### src/rtl/ascon_pack.sv
// Shared ASCON definitions: state layout, round constants, permutation mode
// encoding, control FSM states and per-mode round counts.
package ascon_pack;

  typedef logic [4:0][63:0] type_state;

  localparam logic [7:0] round_constant [0:11] = '{
    8'hf0, 8'he1, 8'hd2, 8'hc3, 8'hb4, 8'ha5,
    8'h96, 8'h87, 8'h78, 8'h69, 8'h5a, 8'h4b
  };

  typedef enum logic [1:0] {
    MODE_P12     = 2'b00,
    MODE_P6      = 2'b01,
    MODE_P8      = 2'b10,
    MODE_ILLEGAL = 2'b11
  } type_perm_mode;

  typedef enum logic [1:0] {
    ST_IDLE  = 2'b00,
    ST_ROUND = 2'b01,
    ST_DONE  = 2'b10
  } type_fsm_state;

  localparam logic [3:0] ROUNDS_P12 = 4'd12;
  localparam logic [3:0] ROUNDS_P6  = 4'd6;
  localparam logic [3:0] ROUNDS_P8  = 4'd8;

endpackage

### src/rtl/round_counter.sv
// Round-constant index counter: loads the first index of a permutation and
// steps up to ROUNDS_MAX-1, where it saturates and flags the last round.
module round_counter #(
  parameter int ROUNDS_MAX = 12
) (
  input  logic       clk,
  input  logic       rst,
  input  logic       load,
  input  logic [3:0] load_val,
  input  logic       inc,
  output logic [3:0] count,
  output logic       last
);

  assign last = (count == 4'(ROUNDS_MAX - 1));

  // Increment is gated by last so the counter can never wrap.
  always_ff @(posedge clk or posedge rst) begin
    if (rst)               count <= '0;
    else if (load)         count <= load_val;
    else if (inc && !last) count <= count + 4'd1;
  end

endmodule

### src/rtl/perm_ctrl.sv
// ASCON permutation controller: sequences p12/p6 (and p8 when ASCON_P8_EN is
// defined) round indices and drives the state-register mux and write enable.
module perm_ctrl
  import ascon_pack::*;
#(
  parameter int ROUNDS_MAX = 12
) (
  input  logic       clock_i,
  input  logic       reset_i,
  input  logic       start_i,
  input  logic [1:0] mode_i,
  output logic [3:0] round_o,
  output logic       sel_init_o,
  output logic       en_reg_o,
  output logic       busy_o,
  output logic       done_o,
  output logic       err_o
);

  type_fsm_state state;
  logic          legal;
  logic [3:0]    n_rounds;
  logic          accept;
  logic          first;
  logic          err;
  logic [3:0]    count;
  logic          last;

  always_comb begin
    legal    = 1'b0;
    n_rounds = '0;
    case (type_perm_mode'(mode_i))
      MODE_P12: begin legal = 1'b1; n_rounds = ROUNDS_P12; end
      MODE_P6:  begin legal = 1'b1; n_rounds = ROUNDS_P6;  end
`ifdef ASCON_P8_EN
      MODE_P8:  begin legal = 1'b1; n_rounds = ROUNDS_P8;  end
`endif
      default:  begin legal = 1'b0; n_rounds = '0; end
    endcase
  end

  assign accept = (state == ST_IDLE) && start_i && legal;

  round_counter #(.ROUNDS_MAX(ROUNDS_MAX)) u_round_counter (
    .clk      (clock_i),
    .rst      (reset_i),
    .load     (accept),
    .load_val (4'(ROUNDS_MAX) - n_rounds),
    .inc      (state == ST_ROUND),
    .count    (count),
    .last     (last)
  );

  // first marks the cycle right after acceptance, when the external state is muxed in.
  always_ff @(posedge clock_i or posedge reset_i) begin
    if (reset_i) begin
      state <= ST_IDLE;
      first <= 1'b0;
      err   <= 1'b0;
    end else begin
      first <= accept;
      err   <= (state == ST_IDLE) && start_i && !legal;
      case (state)
        ST_IDLE:  if (accept) state <= ST_ROUND;
        ST_ROUND: if (last)   state <= ST_DONE;
        default:              state <= ST_IDLE;
      endcase
    end
  end

  assign round_o    = (state == ST_ROUND) ? count : 4'd0;
  assign en_reg_o   = (state == ST_ROUND);
  assign sel_init_o = (state == ST_ROUND) && first;
  assign busy_o     = (state != ST_IDLE);
  assign done_o     = (state == ST_DONE);
  assign err_o      = err;

endmodule

### config.mk
export PLATFORM = sky130hd
export DESIGN_NAME = perm_ctrl
export DESIGN_NICKNAME = d
export VERILOG_FILES = /design/src/rtl/ascon_pack.sv /design/src/rtl/round_counter.sv /design/src/rtl/perm_ctrl.sv
export SDC_FILE = /design/constraint.sdc
export NUM_CORES = 1
export LEC_CHECK = 0
export ABC_CLOCK_PERIOD_IN_PS = 1200
export CAP_MARGIN = 20
export CORE_AREA = 5 5 42 44
export CTS_BUF_LIST = sky130_fd_sc_hd__clkbuf_2 sky130_fd_sc_hd__clkbuf_4 sky130_fd_sc_hd__clkbuf_8
export DETAILED_ROUTE_END_ITERATION = 8
export DIE_AREA = 0 0 47 49
export DONT_BUFFER_PORTS = 1
export GPL_ROUTABILITY_DRIVEN = 0
export PLACE_DENSITY = 0.55
export REMOVE_ABC_BUFFERS = 1
export SYNTH_ARGS = -nofsm -noshare
export SYNTH_HDL_FRONTEND = slang
export SYNTH_SLANG_ARGS = --single-unit
### constraint.sdc
create_clock -name clock_i -period 1.2 [get_ports clock_i]
set_input_delay 0.12 -clock clock_i [delete_from_list [all_inputs] [get_ports clock_i]]
set_output_delay 0.12 -clock clock_i [all_outputs]
set_load 0.1 [all_outputs]
==> impl_metrics.json <==
{
  "synth_area_sq_um": 450.4,
  "seq_area_frac_synth": 0.4444,
  "wire_per_inst_microns": 15.05,
  "ys_seq_elements": 8,
  "clock_skew_ns": 0.001976,
  "num-nets-final": 81,
  "coreArea_sq_um": 1401,
  "drt-total-wl_mm": 1.324,
  "fin_crit_sh": 1.179,
  "cap_violations": 0,
  "synth_cell_types": 24,
  "die_w_microns": 47,
  "numCtsBuffers": 3,
  "rr_worst_depth": 4,
  "clkLatencyLatePin_ns": 0.26,
  "grt_pass1_wl_mm": 2.076,
  "firstDrtPassIters": 4,
  "ys_warn_count": 0,
  "grt_max_degree": 9,
  "tightest_slew_ns": 0.3248,
  "crit_required_ns": 1.33,
  "antenna_found_initial": 0,
  "violations": "setup timing",
  "fin_area_sq_um": 834.6,
  "clockBufferDepth": 2,
  "crit_type": "reg2reg",
  "vias": 443,
  "htreeDepth": 1,
  "via_per_inst": 5.034,
  "final_layout_size_suffix_gt1_frac": 0.6250,
  "rrSetupSlack_ns": -0.22,
  "hold_path_class": "in2reg",
  "start_util": 0.3214,
  "startpoint_type": "register",
  "boundaryPins": 14,
  "cts.sinks": 8,
  "status": "finished, violations left",
  "slew-limit-headroom": 0.7832,
  "finalHoldViolCount": 0,
  "drt_first_iter_violations": 8,
  "hpwl_microns": 876.8,
  "placed_area_sq_um": 675.6,
  "end_kind": "register",
  "grt_setup_unrepaired": "yes",
  "grt_pass1_vias": 464,
  "grt-ovfl-total": 0,
  "drc_errors": 0,
  "syn_inst": 45,
  "die_y_microns": 49,
  "io_buffers": 0,
  "slew_viol_final": 0,
  "setup_viol": 13,
  "maxClockFrequency_mhz": 706.6,
  "ant_nets": 0,
  "post-place-ws_ns": -0.3838,
  "fin_crit_ns": 1.415,
  "diodes": 0,
  "syn_to_final_growth_pct": 85.28,
  "cts.clk_slew.worst_paths_ns": 0.05,
  "cp.arrival_ns": 1.54,
  "rows": 14,
  "syn-mean-instance-area_sq_um": 10.01,
  "cp_max_fo": 6,
  "cts_tree": "done",
  "cts_root_buf": "clkbuf_4",
  "fin_ws_ns": -0.2152,
  "holdPathStages": 3,
  "grtUsageTotal": 0.1311,
  "dieArea_sq_um": 2303
}
metrics by stage:
| step | hold WS, ns | utilization | instances | TNS [ns] |
|---|---|---|---|---|
| after floorplan | -0.06434 | - | 45 | -4.983 |
| after global placement | -0.02171 | 0.4821 | 78 | -1.812 |
| after detailed placement | -0.01421 | 0.4821 | 78 | -1.886 |
| after CTS | 0.1215 | 0.5625 | 84 | -1.849 |
| after global routing | 0.1268 | 0.5955 | 88 | -2.513 |
| final | 0.1215 | 0.5955 | 88 | -1.952 |
area by class of cell:
class,count,area (sq um)
fillers,130,566.8
repair buffers,24,296.5
multi-input cells,32,267.8
flip-flops and latches,8,201.4
inverters,5,26.28
clock buffers,3,22.52
well taps,16,20.02
cell usage after synthesis (all sizes together):
| cell | instances | area, sq um |
|---|---|---|
| or4b | 1 | 13.76 |
| ha | 2 | 25.02 |
| nand3b | 1 | 7.510 |
| dfrtp | 8 | 200.2 |
| a22oi | 1 | 12.51 |
| or3 | 1 | 6.260 |
| clkinv | 1 | 5.000 |
| and2 | 3 | 18.77 |
| nand2 | 2 | 7.510 |
| o21ai | 4 | 20.02 |
| a21oi | 1 | 5.000 |
| and3b | 2 | 18.77 |
| nand2b | 2 | 12.51 |
| and2b | 1 | 8.760 |
| a311o | 1 | 11.26 |
| mux2i | 1 | 10.01 |
| inv | 4 | 15.01 |
| nor3 | 1 | 5.000 |
| nand4 | 1 | 6.260 |
| nor2 | 3 | 11.26 |
| or2 | 2 | 12.51 |
| o31a | 1 | 10.01 |
| o211ai | 1 | 7.510 |
cell families (layout without fill, tap and decap cells):
kind of cell / Yosys count / after routing / share of synthesized area
and+or+nand+nor: 20 / 20 / 0.2861
muxes: 1 / 1 / 0.02222
buffers and inverters: 5 / 32 / 0.04442
AOI/OAI and AO/OA: 9 / 9 / 0.1472
adders and majority gates: 2 / 2 / 0.05555
DFF: 8 / 8 / 0.4444
critical path, stage by stage (launching register included):
cell and delay [ns]:
dfrtp_2 0.43, or4b_4 0.58, clkinv_4 0.09, a311o_2 0.10
o211ai_1 0.08
registers in the layout, indices dropped and copies added (netlist names):
signal,count
err_o,1
first,1
state,2
u_round_counter.count,4
routing by layer:
layer  GRT usage  routed length (microns)  vias to the layer above
met5           0                        0                        -
met3     0.05166                       83                        4
met1      0.1390                      510                      211
li1            -                        -                      210
met2      0.1991                      689                       18
met4     0.09677                       40                        0
cells in the final DEF, fill, tap and decap left out, types with 2 or more instances in the layout:
| cell | netlist | layout |
|---|---|---|
| buf_12 | 0 | 8 |
| nand2_1 | 2 | 2 |
| and2_4 | 0 | 3 |
| inv_1 | 4 | 3 |
| o21ai_0 | 4 | 3 |
| buf_6 | 0 | 3 |
| dfrtp_1 | 8 | 7 |
| clkbuf_4 | 0 | 3 |
| nor2_1 | 3 | 2 |
| buf_4 | 0 | 11 |
| and3b_2 | 1 | 2 |
| dlygate4sd3_1 | 0 | 2 |
repair_timing:
action                                 4_1_cts  5_1_grt
setup endpoints to repair                   13       14
endpoints found under the hold margin        9        0
hold buffers                                 2        0
setup buffers                                1        4
pin swaps                                    4        5
resized for setup                           19        5
path summary, 6_finish.rpt:
kind / start / endpoint
max in group asynchronous: reset_i / state[1]$_DFFE_PP0P_
max: state[1]$_DFFE_PP0P_ / u_round_counter.count[3]$_DFFE_PP0P_
min reg2reg: u_round_counter.count[2]$_DFFE_PP0P_ / state[1]$_DFFE_PP0P_
max reg2reg: state[1]$_DFFE_PP0P_ / u_round_counter.count[3]$_DFFE_PP0P_
min: mode_i[0] / u_round_counter.count[2]$_DFFE_PP0P_
min in group asynchronous: reset_i / err_o$_DFF_PP0_
Power is left out: the tool's default activity adds up to more than one toggle a clock period on the data nets, which glitch-free logic cannot reach.
